===== src/rtl/dmem_arbiter.sv =====
// dmem_arbiter: two-port round-robin arbiter that serialises 32-bit word
// loads/stores from requesters A and B into four big-endian byte beats on a
// shared byte-wide RAM of 2^ADDR_W bytes.
// Optional build macro DMEM_ARB_ALIGN_CHECK_EN: when defined, word addresses
// with addr[1:0] != 0 are rejected with err instead of being executed.
//
// state | meaning
// IDLE  | waiting for a request, arbitration and request latch happen here
// XFER  | four byte beats to the RAM, beat counter 0..3
// DONE  | one-cycle done/err pulse to the granted port
module dmem_arbiter #(
  parameter int ADDR_W = 5
) (
  input  logic              clk,
  input  logic              rst,
  input  logic              a_req,
  input  logic              a_we,
  input  logic [31:0]       a_addr,
  input  logic [31:0]       a_wdata,
  output logic [31:0]       a_rdata,
  output logic              a_done,
  output logic              a_err,
  input  logic              b_req,
  input  logic              b_we,
  input  logic [31:0]       b_addr,
  input  logic [31:0]       b_wdata,
  output logic [31:0]       b_rdata,
  output logic              b_done,
  output logic              b_err,
  output logic [ADDR_W-1:0] mem_addr,
  output logic              mem_we,
  output logic [7:0]        mem_wdata,
  input  logic [7:0]        mem_rdata,
  output logic              busy
);

  typedef enum logic [1:0] {IDLE, XFER, DONE} state_t;

  state_t            state, state_nxt;
  logic              last_b;
  logic              gnt_b;
  logic              we_r;
  logic              err_r;
  logic [ADDR_W-1:0] addr_r;
  logic [31:0]       wdata_r;
  logic [31:0]       rbuf;
  logic [1:0]        beat;

  logic              req_any;
  logic              win_b;
  logic              win_we;
  logic [31:0]       win_addr;
  logic [31:0]       win_wdata;
  logic              win_bad;
  logic [31:0]       ld_word;
  logic [7:0]        wbyte;

  // Round-robin pick: a tie goes to the port that was not granted last.
  always_comb begin
    req_any   = a_req | b_req;
    win_b     = b_req & (~a_req | ~last_b);
    win_we    = win_b ? b_we    : a_we;
    win_addr  = win_b ? b_addr  : a_addr;
    win_wdata = win_b ? b_wdata : a_wdata;
    win_bad   = |win_addr[31:ADDR_W];
`ifdef DMEM_ARB_ALIGN_CHECK_EN
    win_bad   = win_bad | (|win_addr[1:0]);
`endif
  end

  // Current beat's store byte and the load word with this beat's lane filled in.
  always_comb begin
    wbyte   = 8'h00;
    ld_word = rbuf;
    case (beat)
      2'd0: begin wbyte = wdata_r[31:24]; ld_word[31:24] = mem_rdata; end
      2'd1: begin wbyte = wdata_r[23:16]; ld_word[23:16] = mem_rdata; end
      2'd2: begin wbyte = wdata_r[15:8];  ld_word[15:8]  = mem_rdata; end
      default: begin wbyte = wdata_r[7:0]; ld_word[7:0] = mem_rdata; end
    endcase
  end

  // State register.
  always_ff @(posedge clk) begin
    if (rst) state <= IDLE;
    else     state <= state_nxt;
  end

  // Next-state logic; rejected requests bypass the RAM entirely.
  always_comb begin
    state_nxt = state;
    case (state)
      IDLE: if (req_any) state_nxt = win_bad ? DONE : XFER;
      XFER: if (beat == 2'd3) state_nxt = DONE;
      DONE: state_nxt = IDLE;
      default: state_nxt = IDLE;
    endcase
  end

  // Request latch, beat counter and load-data capture.
  always_ff @(posedge clk) begin
    if (rst) begin
      last_b  <= 1'b1;
      gnt_b   <= 1'b0;
      we_r    <= 1'b0;
      err_r   <= 1'b0;
      addr_r  <= '0;
      wdata_r <= '0;
      rbuf    <= '0;
      beat    <= '0;
      a_rdata <= '0;
      b_rdata <= '0;
    end else begin
      case (state)
        IDLE: begin
          if (req_any) begin
            gnt_b   <= win_b;
            last_b  <= win_b;
            we_r    <= win_we;
            err_r   <= win_bad;
            addr_r  <= win_addr[ADDR_W-1:0];
            wdata_r <= win_wdata;
            beat    <= '0;
          end
        end
        XFER: begin
          beat <= beat + 2'd1;
          if (!we_r) begin
            rbuf <= ld_word;
            if (beat == 2'd3) begin
              if (gnt_b) b_rdata <= ld_word;
              else       a_rdata <= ld_word;
            end
          end
        end
        default: ;
      endcase
    end
  end

  // Output decode: RAM bus is quiet outside XFER, done/err only in DONE.
  always_comb begin
    mem_addr  = '0;
    mem_we    = 1'b0;
    mem_wdata = 8'h00;
    a_done    = 1'b0;
    b_done    = 1'b0;
    a_err     = 1'b0;
    b_err     = 1'b0;
    busy      = (state != IDLE);
    case (state)
      XFER: begin
        mem_addr  = addr_r + ADDR_W'(beat);
        mem_we    = we_r;
        mem_wdata = we_r ? wbyte : 8'h00;
      end
      DONE: begin
        a_done = ~gnt_b;
        b_done = gnt_b;
        a_err  = ~gnt_b & err_r;
        b_err  = gnt_b & err_r;
      end
      default: ;
    endcase
  end

endmodule


===== config.mk =====
export PLATFORM = sky130hd
export DESIGN_NAME = dmem_arbiter
export DESIGN_NICKNAME = d
export VERILOG_FILES = /design/src/rtl/dmem_arbiter.sv
export SDC_FILE = /design/constraint.sdc
export NUM_CORES = 1
export LEC_CHECK = 0
export BUFFER_PORTS_ARGS = -buffer_cell sky130_fd_sc_hd__clkbuf_2
export CAP_MARGIN = 20
export CELL_PAD_IN_SITES_DETAIL_PLACEMENT = 2
export CELL_PAD_IN_SITES_GLOBAL_PLACEMENT = 2
export CORE_UTILIZATION = 25
export DETAILED_ROUTE_END_ITERATION = 12
export PLACE_DENSITY = 0.81
export SYNTH_ARGS = -nofsm -noshare
export SYNTH_HDL_FRONTEND = slang
export SYNTH_SLANG_ARGS = --single-unit

===== constraint.sdc =====
create_clock -name clk -period 1.7 [get_ports clk]
set_input_delay 0.255 -clock clk [delete_from_list [all_inputs] [get_ports clk]]
set_output_delay 0.255 -clock clk [all_outputs]
set_load 0.02 [all_outputs]

Word level (Yosys, flattened, before mapping)
Cells that the tools add are included.
{"block": "word_totals", "out_inout_bits": 83, "ff_bits": 141}
{"block": "op_classes", "mux": 22, "add_sub_neg": 2, "bitwise_logic": 9, "n_eq_ne": 7, "reduce_logical": 12}
{"operator": "two-way mux 32 bit", "count": 2}
{"operator": "two-way mux 8 bit", "count": 6}
{"operator": "OR reduction 27 bit", "count": 1}
{"operator": "case mux 8 bit (3 select lines)", "count": 1}
{"operator": "two-way mux 2 bit", "count": 4}
{"operator": "case mux 2 bit (2 select lines)", "count": 2}
{"operator": "AND reduction 2 bit", "count": 4}
{"operator": "AND reduction 4 bit", "count": 2}
{"operator": "equality test 2 bit (second input constant)", "count": 3}
{"operator": "two-way mux 1 bit", "count": 6}
{"operator": "adder 5 x 2 -> 5 bit", "count": 1}
{"operator": "two-way mux 5 bit", "count": 1}
{"operator": "equality test 2 x 1 -> 1 bit (second input constant)", "count": 2}
{"operator": "zero test 2 bit", "count": 2}
{"operator": "inequality test 2 bit (second input constant)", "count": 2}
{"operator": "NOT 1 bit", "count": 4}
{"operator": "nonzero test 2 bit", "count": 2}
{"operator": "bitwise AND 1 bit", "count": 3}
{"operator": "OR reduction 3 bit", "count": 1}
{"operator": "adder 2 x 1 -> 2 bit (second input constant)", "count": 1}
{"operator": "bitwise OR 1 bit", "count": 2}

Logic depth before layout (Yosys ltp)
Gate-level depths: netlist of the first run.
{"block": "logic_depth", "ltp_word": 8, "mapped_depth": 8}

Least setup slack after synthesis of the first run
OpenSTA, ideal clock, no wires.
{"block": "synth_timing", "path_type": "reg-to-output", "from": "register beat[1]", "to": "output port mem_wdata[6]", "path_buffers": 2, "path_stages_with_launch": 9, "arrival_ns": 1.622, "slack_ns": -0.177, "required_ns": 1.445, "cell_sequence": "dfxtp_1 inv_1 ha_1 clkbuf_1 buf_2 a222oi_1 nor2_1 a21oi_1 nor2_1"}
{"block": "synth_between", "elab_chain_len": 4}
{"element": "from (decl)", "line": "47", "source": "logic [1:0] beat;"}
{"element": "from (signal assigned)", "line": "127", "source": "beat <= beat + 2'd1;"}
{"element": "equality test 2 bit (tied with other cells)", "line": "75", "source": "case (beat)"}
{"element": "case mux 8 bit (3 select lines) *", "line": "75"}
{"element": "two-way mux 8 bit *", "line": "155", "source": "mem_wdata = we_r ? wbyte : 8'h00;"}
{"element": "two-way mux 8 bit *", "line": "151", "source": "case (state)"}
{"element": "to (decl)", "line": "32", "source": "output logic [7:0] mem_wdata,"}
Mark *: on every way between the ends. The rest lies on a longest branch, timed or not.

Worst setup path in the final report of the first run
{"block": "layout_timing", "from": "register beat[0]", "to": "output port mem_wdata[1]"}
Same word-level chain as after synthesis.

==> impl_results.md, run 1 <==
* Ports at 225
* Worst IR Drop VDD at 0.555 mV
* Netlist Area Pre-Place at 5950 um2
* Synth top area share at 44.8%
* Min Tclk post-route at 2.20 ns
* Global-route wire length before repair at 35900 um
* Via count at 6062
* Final core utilization at 39.9%
* CTS Sinks at 133
* Number of diodes at 0
* # fillers at 2550
* Cts bufs inserted at 17
* Slew headroom at 64.2%
* First DRT Iteration DRCs at 321
* GRT overflow at 0
* Critical Path End Type: primary output
* Final Net Count at 1044
* Largest net degree at the start of global routing at 38
* Final setup viols at 91
* Drt wl/cell at 23.1 um
* Commonest non-fill, non-tap cell in the layout: clkbuf_2
* Gpl congestion at 0.786
* Share of layout cells above drive strength 1 at 49.1%
* Max Buffers Root-to-Sink at 2
* Worst-path clk slew at 0.06 ns
* Setup repair after global routing missed its margin: true
* Max cap viols at 0
* CP Launch Type: flip-flop
* Status: finished, violations left
* Initial antenna violation count at 0
* Die area at 24400 um2
* Setup Skew at 0.0150 ns
* Area grow syn2layout at 56.9%
* Post-synthesis register bit count at 133
* # hold bufs at CTS at 0
* Synth cell types at 41
* FP Rows at 56
* Port bufs at 224
* Die Height at 156 um
* Commonest cells after routing, fill and taps aside: clkbuf_2 (207), nor2_1 (130), dfxtp_1 (127)
* Worst EP required at 1.44 ns
* Worst skew pair latency at 0.44 ns
* Pwr dens at 840 nW/um2
* Yosys top cell by area: dfxtp_1
* Syn Nets at 788
* Yosys warning count at 0
* DR vias/cell at 4.94
* Number of global-route vias before repair at 6302
* Violated checks: DRC, setup timing
* Antenna viol nets, final at 0
* DP Wirelength at 16300 um
* Max FO, Critical Path at 6
* DRC viols at 1
* Final wirelength at 28300 um
* Initial Util at 25.4%
* Fmax at 455 MHz
* Worst slack at placement at -0.137 ns
* CORE AREA at 23400 um2
* Hold/Removal Path Class: in -> reg
* DR pass1 iterations at 9
* Synthesized area per cell at 9.31 um2
* Final hold vios at 0
* Ys flop type: dfxtp_1
* Critical path class: reg -> out
* Root Buffer: clkbuf_16
* Top post-synthesis cells by area: dfxtp_1 (45%), mux2i_1 (15%), nor2_1 (8.6%), a211oi_1 (8.5%), a211oi_2 (4.0%)
* Fin. max-slew vios at 0
* WHS at 0.137 ns
* P_leak at 3.71 nW
* TritonCTS clock tree: done
* Die X at 156 um
* Worst slew pin tran at 0.537 ns
* Final Instance Area at 9330 um2
* GRT Overall Usage at 19.8%
* H-tree depth at 4
* Setup slack, reg-to-reg at -0.29 ns
* Critical Path AT at 1.94 ns
* Placed cell area at 7530 um2
* Number of enable flip-flop cells after synthesis at 0
* Power, Total at 0.00784 W
* Mapped Cells at 639
* Seq/Total Area, Yosys at 44.8%
* Asr flop ratio synth at 0%
* Post-route worst setup slack at -0.496 ns
* Period utilisation layout at 129%
Yosys cell counts, drive strengths merged (2+ instances only):
master / n
a21o: 2
a222oi: 8
ha: 6
a211oi: 86
nand4: 3
mux2i: 87
nand2: 35
buf: 38
a21oi: 27
nor3b: 4
dfxtp: 133
xnor2: 2
and2: 5
nor4: 12
inv: 4
nor2: 138
nand2b: 2
clkbuf: 27
nor3: 4
sequential cells by signal, indices dropped and copies added (netlist names):
signal and count:
gnt_b 1, state 2, rbuf 24, addr_r 5, beat 2, we_r 1, wdata_r 32, b_rdata 32
a_rdata 32, last_b 1, err_r 1
per-stage QoR:
step / setup TNS, ns / std cells
6_report: -13.61 / 1227
5_1_grt: -18.59 / 1227
4_1_cts: -5.93 / 1199
3_5_place_dp: -2.41 / 1152
3_3_place_gp: -0.586 / 1152
2_1_floorplan: 0 / 639
cells by family (layout without fill, tap and decap cells):
family,after synthesis,after routing,synth area share [%]
simple gates,211,212,15.3
fa+ha+maj,7,7,1.60
buf+inv,69,337,6.16
flops,133,133,44.8
mux,87,87,14.6
compound gates,129,129,17.1
xor+xnor,3,3,0.442
routing by layer:
layer,vias to the layer above,GRT usage [%],wire length [um]
met5,-,0,0
met4,0,8.08,1000
met3,56,4.40,1410
met2,206,34.9,14500
met1,3013,23.1,11400
li1,2787,-,-
final cells by class:
type / count / area (um2) / area share [%]
Tap cell: 319 / 399 / 4.28
Clock inverter: 12 / 119 / 1.27
Multi-Input combinational cell: 438 / 3470 / 37.2
Timing Repair Buffer: 301 / 2180 / 23.4
Inverter: 4 / 25.0 / 0.268
Sequential cell: 133 / 2680 / 28.7
Clock buffer: 20 / 457 / 4.89
report_power, final:
group	switching, W	internal (W)	leakage, nW
logic	0.000456	0.000366	2.35
clock network	0.00159	0.00212	0.280
registers	0.000102	0.00322	1.09
worst max-delay path, stage by stage, from the launching register on:
cell      delay [ns]
dfxtp_4         0.41
inv_4           0.06
ha_4            0.19
buf_6           0.13
a222oi_1        0.28
nor2_1          0.08
a21oi_1         0.13
nor2_1          0.06
buf_4           0.16
worst paths after layout:
path                                   from      endpoint  cells past startpoint
worst max-delay path                beat[0]  mem_wdata[1]                      8
worst min-delay path            a_wdata[30]   wdata_r[30]                      3
worst max register to register      beat[0]   b_rdata[22]                      8
worst min register to register   a_rdata[6]    a_rdata[6]                      2
what timing repair did:
| action | in CTS | in global routing |
|---|---|---|
| setup buffers | 11 | 25 |
| pin swaps | 11 | 37 |
| resized for setup | 55 | 125 |
| endpoints found under the setup margin | 72 | 101 |
| gates cloned | 5 | 4 |
(Power assumes the default switching activity.)
==> inputs of run 2 (changes only) <==
--- a/config.mk
+++ b/config.mk
@@ -9,9 +9,11 @@
 export CAP_MARGIN = 20
 export CELL_PAD_IN_SITES_DETAIL_PLACEMENT = 2
 export CELL_PAD_IN_SITES_GLOBAL_PLACEMENT = 2
-export CORE_UTILIZATION = 25
+export CORE_UTILIZATION = 26
+export CTS_BUF_LIST = sky130_fd_sc_hd__clkbuf_4
 export DETAILED_ROUTE_END_ITERATION = 12
-export PLACE_DENSITY = 0.81
+export HOLD_SLACK_MARGIN = 0.03
+export PLACE_DENSITY = 0.84
 export SYNTH_ARGS = -nofsm -noshare
 export SYNTH_HDL_FRONTEND = slang
 export SYNTH_SLANG_ARGS = --single-unit
==> run 2 against run 1 <==
The flow finishes with violations (setup timing). Sequential power about the same. Combinational power up 21%. Worst hold slack worse by 0.082 ns. Non-clock buffer count rose by 27. Via count up 3.3%. Critical path type unchanged. Highest routed layer unchanged.
==> impl_results.md, run 2 (synthesis results as in run 1) <==
* Status: finished, violations left
* Violated checks: setup timing
* Critical path class: reg -> out
* Max FO, Critical Path at 9
* GR peak layer: met2
* Top Registers: a_rdata x32, b_rdata x32, wdata_r x32
* Worst-path clk slew at 0.13 ns
* Switch Pwr at 0.00200 W
* Initial Util at 26.9%
* CORE AREA at 22100 um2
* Commonest non-fill, non-tap cell in the layout: clkbuf_2
* Final hold vios at 0
* Worst EP required at 1.44 ns
* Die Height at 153 um
* Pwr dens at 733 nW/um2
* Power, Total at 0.00659 W
* DR pass1 iterations at 5
* FP Rows at 54
* Setup repair after global routing missed its margin: true
* GRT Overall Usage at 21.2%
* Global-route wire length before repair at 38100 um
* DRC viols at 0
* H-tree depth at 4
* Largest net degree at the start of global routing at 44
* Worst skew pair latency at 0.58 ns
* CTS Sinks at 133
* Switching share of power at 30.4%
* Max cap viols at 0
* Final core utilization at 40.7%
* # fillers at 2401
* Slew headroom at 60.7%
* Period utilisation layout at 148%
* CP Launch Type: flip-flop
* Die X at 153 um
* Met3 Usage GRT at 4.42%
* Final Non-Filler Cells at 1216
* Post-route worst setup slack at -0.817 ns
* Final setup viols at 79
* Hold/Removal Path Class: in -> reg
* Die area at 23500 um2
* Gpl congestion at 0.755
* Worst slew pin tran at 0.590 ns
* Final Net Count at 1071
* Max Buffers Root-to-Sink at 2
* Worst IR Drop VDD at 0.330 mV
* Met2 usage at 38.8%
* Int Power at 0.00459 W
* GRT overflow at 0
* Placed insts at 1111
* P_leak at 3.69 nW
* Multi-input gate area at 3200 um2
* Port bufs at 224
* Critical Path AT at 2.26 ns
* Met1 Usage GRT at 24.4%
* Cts bufs inserted at 17
* Commonest cells after routing, fill and taps aside: clkbuf_2 (204), nor2_1 (132), dfxtp_1 (127)
* Ports at 225
* Root Buffer: clkbuf_4
* DP Wirelength at 16000 um
* TritonCTS clock tree: done
* Final wirelength at 28800 um
* Area grow syn2layout at 51.1%
* Register area at 2680 um2
* Antenna viol nets, final at 0
* Flop pwr share at 50.5%
* Initial antenna violation count at 1
* Setup Skew at 0.0281 ns
* Comb power frac at 15.0%
* Min Tclk post-route at 2.52 ns
* Worst slack at placement at -0.127 ns
* Fin. max-slew vios at 0
* Clock Power Share at 34.5%
* WHS at 0.0546 ns
* DR vias/cell at 5.15
* Via count at 6262
* Drt wl/cell at 23.7 um
* Number of global-route vias before repair at 6562
* Fmax at 397 MHz
* Share of layout cells above drive strength 1 at 42.4%
* First DRT Iteration DRCs at 330
* Critical Path End Type: primary output
-- run 2: stage by stage --
step           setup TNS, ns  cell area (um2)
3_3_place_gp          -0.289             7500
2_1_floorplan              0             6000
3_5_place_dp           -1.31             7500
5_1_grt               -17.94             8990
6_report              -12.79             8990
4_1_cts                -7.51             8460
-- run 2: power by group through the flow --
stage | Combinational [W] | Sequential, W | Clock, W
after global placement | 0.000713 | 0.00337 | 0
final | 0.000991 | 0.00333 | 0.00227
after global routing | 0.00105 | 0.00334 | 0.00247
after floorplan | 0.000415 | 0.00333 | 0
after detailed placement | 0.000738 | 0.00337 | 0
after CTS | 0.000830 | 0.00331 | 0.00227
-- run 2: timing repair --
action / in CTS / in global routing
hold endpoints to repair: 22 / 2
setup endpoints to repair: 48 / 92
setup buffers: 7 / 21
cloned: 3 / 5
resized for setup: 58 / 63
hold buffers: 36 / 2
pin swaps: 11 / 15
-- run 2: path summary, 6_finish.rpt --
path              startpoint            to  slack (ns)  cells past startpoint
hold reg to reg   b_rdata[4]    b_rdata[4]        0.47                      2
hold / removal    b_wdata[0]    wdata_r[0]        0.05                      3
setup / recovery     beat[1]  mem_wdata[1]       -0.82                      7
setup reg to reg     beat[1]      rbuf[26]       -0.21                      7
-- run 2: critical path, cell delays in order (launching register included) --
cell and delay, ns:
dfxtp_4 0.39, inv_2 0.08, ha_4 0.21, a222oi_1 0.45, nor2_1 0.12, a21oi_1 0.18
nor2_1 0.09, buf_4 0.17
-- run 2: area by class of cell --
| type | count | share of cell area, % |
|---|---|---|
| timing repair buffer | 328 | 27.2 |
| antenna | 1 | 0.0278 |
| clock buffer | 18 | 1.50 |
| tap | 280 | 3.90 |
| sequential | 133 | 29.8 |
| inverter | 4 | 0.251 |
| multi-input combinational | 438 | 35.6 |
| clock inverter | 14 | 1.67 |
-- run 2: layer usage --
layer,up-vias,routed length (um)
met5,-,0
met4,0,852
met3,54,1350
met2,232,14500
met1,3132,12100
li1,2844,-
==> inputs of run 3 (changes only) <==
--- a/config.mk
+++ b/config.mk
@@ -13,7 +13,7 @@
 export CTS_BUF_LIST = sky130_fd_sc_hd__clkbuf_4
 export DETAILED_ROUTE_END_ITERATION = 12
 export HOLD_SLACK_MARGIN = 0.03
-export PLACE_DENSITY = 0.84
+export PLACE_DENSITY_LB_ADDON = 0.1
 export SYNTH_ARGS = -nofsm -noshare
 export SYNTH_HDL_FRONTEND = slang
 export SYNTH_SLANG_ARGS = --single-unit
==> run 3 against run 2 <==
Sequential share of layout area grew 0.071 points. Critical endpoint is now mem_wdata[7]. First-iteration DRC count shrank 42%. Power shrank 6.4%. Register-to-register slack gained 0.07 ns. Largest cell class unchanged. The run still ends with setup timing left. Non-clock buffer count shrank 8. Combinational power shrank 16%.
==> impl_results.md, run 3 (synthesis results as in run 1) <==
* TritonCTS clock tree: done
* Max FO, Critical Path at 9
* Worst IR Drop VDD at 0.327 mV
* Global-route wire length before repair at 34500 um
* Post-route worst setup slack at -0.561 ns
* Via count at 5934
* Ports at 225
* GRT overflow at 0
* Placed cell area at 7440 um2
* Critical path class: reg -> out
* Final setup viols at 85
* Final core utilization at 40.6%
* Setup slack, reg-to-reg at -0.14 ns
* H-tree depth at 4
* Period utilisation layout at 133%
* Switching share of power at 29.5%
* Drt wl/cell at 19.3 um
* Critical Path AT at 2.01 ns
* Die Height at 153 um
* DRC viols at 0
* CP Launch Type: flip-flop
* Setup repair after global routing missed its margin: true
* Crit path to: mem_wdata[7]
* TNS Setup at -9.96 ns
* Switch Pwr at 0.00182 W
* Number of global-route vias before repair at 6453
* CP most frequent cell: nor2_1
* Share of layout cells above drive strength 1 at 45.2%
* Final Instance Area at 8970 um2
* Initial Util at 26.9%
* Max Buffers Root-to-Sink at 2
* Critical Path End Type: primary output
* Cts bufs inserted at 17
* CTS Sinks at 133
* Clock Power Share at 32.9%
* First DRT Iteration DRCs at 191
* Commonest cells after routing, fill and taps aside: clkbuf_2 (206), nor2_1 (132), dfxtp_1 (127)
* Final hold vios at 0
* RR Endpoint: a_rdata[5]
* Commonest non-fill, non-tap cell in the layout: clkbuf_2
* Slew headroom at 66.1%
* Max incr delay on CP at 0.42 ns
* Int Power at 0.00435 W
* Worst EP required at 1.44 ns
* Max cap viols at 0
* Hold/Removal Path Class: in -> reg
* Flop pwr share at 53.6%
* Slowest-stage cell, CP: dfxtp_4
* Setup Skew at 0.0173 ns
* Reg2Reg Launch Point: beat[0]
* CORE AREA at 22100 um2
* Largest net degree at the start of global routing at 65
* Worst reg-to-reg path cell count at 10
* Worst skew pair latency at 0.54 ns
* Worst slew pin tran at 0.494 ns
* DR vias/cell at 4.91
* Status: finished, violations left
* Worst-path clk slew at 0.13 ns
* Top Registers: a_rdata x32, b_rdata x32, wdata_r x32
* P_leak at 3.65 nW
* Final wirelength at 23300 um
* Final Net Count at 1062
* Violated checks: setup timing
* Port bufs at 224
* DP Wirelength at 15400 um
* Gpl congestion at 0.759
* CP Launch Point: beat[0]
* Pwr dens at 688 nW/um2
* Min Tclk post-route at 2.26 ns
* Fin. max-slew vios at 0
* Area grow syn2layout at 50.8%
* Fmax at 442 MHz
* Crit-path cells: inv_2, ha_4, a222oi_1, nor2_1, a21oi_1, nor2_1, buf_2
* Root Buffer: clkbuf_4
* DR pass1 iterations at 5
* GRT Overall Usage at 18.8%
* Initial antenna violation count at 1
* Antenna viol nets, final at 0
* Comb power frac at 13.5%
* Die area at 23500 um2
* Die X at 153 um
* FP Rows at 54
## run 3: cell count changes in the layout (fill, tap and decap cells not counted), moves of 6 or more
| cell | before | now |
|---|---|---|
| a211oi_2 | 27 | 42 |
| a211oi_1 | 57 | 44 |
| a21oi_2 | 3 | 13 |
| buf_4 | 46 | 36 |
| dlygate4sd3_1 | 38 | 28 |
| a21oi_1 | 23 | 14 |
| buf_6 | 10 | 16 |
## run 3: stage by stage
step	instances	total power [W]	hold slack [ns]	setup WS, ns
finish	1208	0.00617	0.0698	-0.561
global route	1208	0.00648	0.0333	-0.722
CTS	1178	0.00621	0.0304	-0.608
detailed placement	1107	0.00409	0.452	-0.171
global placement	1107	0.00406	0.444	-0.113
floorplan	639	0.00375	0.437	0.00814
## run 3: area by class of cell
cell class	count	area, um2
Clock inverter	15	130
Inverter	4	22.5
Clock buffer	17	128
Tap cell	280	350
Timing Repair Buffer	320	2390
Sequential cell	133	2680
Multi-Input combinational cell	437	3260
Antenna cell	2	5.00
Fill cell	2406	13100
## run 3: per-layer routing
metal	share of wire (%)	GRT usage, %	up-vias
li1	-	-	2821
met1	44	22.6	2942
met2	51	34.0	158
met3	4.9	4.48	13
met4	0.63	3.46	0
met5	0	0	-
## run 3: critical path: cells and delay by family (launching register included)
kind / cells / cell delay, ns
DFF: 1 / 0.42
buffers and inverters: 2 / 0.24
and+or+nand+nor: 2 / 0.14
adders and majority gates: 1 / 0.19
AOI/OAI and AO/OA: 2 / 0.47
## run 3: how the worst min path moves through the flow
stage,start,endpoint,slack [ns],depth (start not counted)
floorplan,last_b,last_b,0.44,2
global placement,b_rdata[4],b_rdata[4],0.44,2
detailed placement,b_rdata[3],b_rdata[3],0.45,2
CTS,a_wdata[18],wdata_r[18],0.03,3
global route,a_wdata[18],wdata_r[18],0.03,3
finish,a_wdata[6],wdata_r[6],0.07,3
## run 3: power groups by stage
stage,combinational (W),clock (W),sequential [W]
finish,0.000834,0.00203,0.00331
global route,0.000918,0.00224,0.00332
CTS,0.000791,0.00211,0.00330
detailed placement,0.000717,0,0.00337
global placement,0.000685,0,0.00337
floorplan,0.000415,0,0.00333
## run 3: what timing repair did
action,in CTS,in global routing
buffers inserted,12,20
hold endpoints to repair,14,1
gates cloned,2,8
hold buffers,26,2
pin swaps,13,33
endpoints found under the setup margin,85,91
resized for setup,72,73
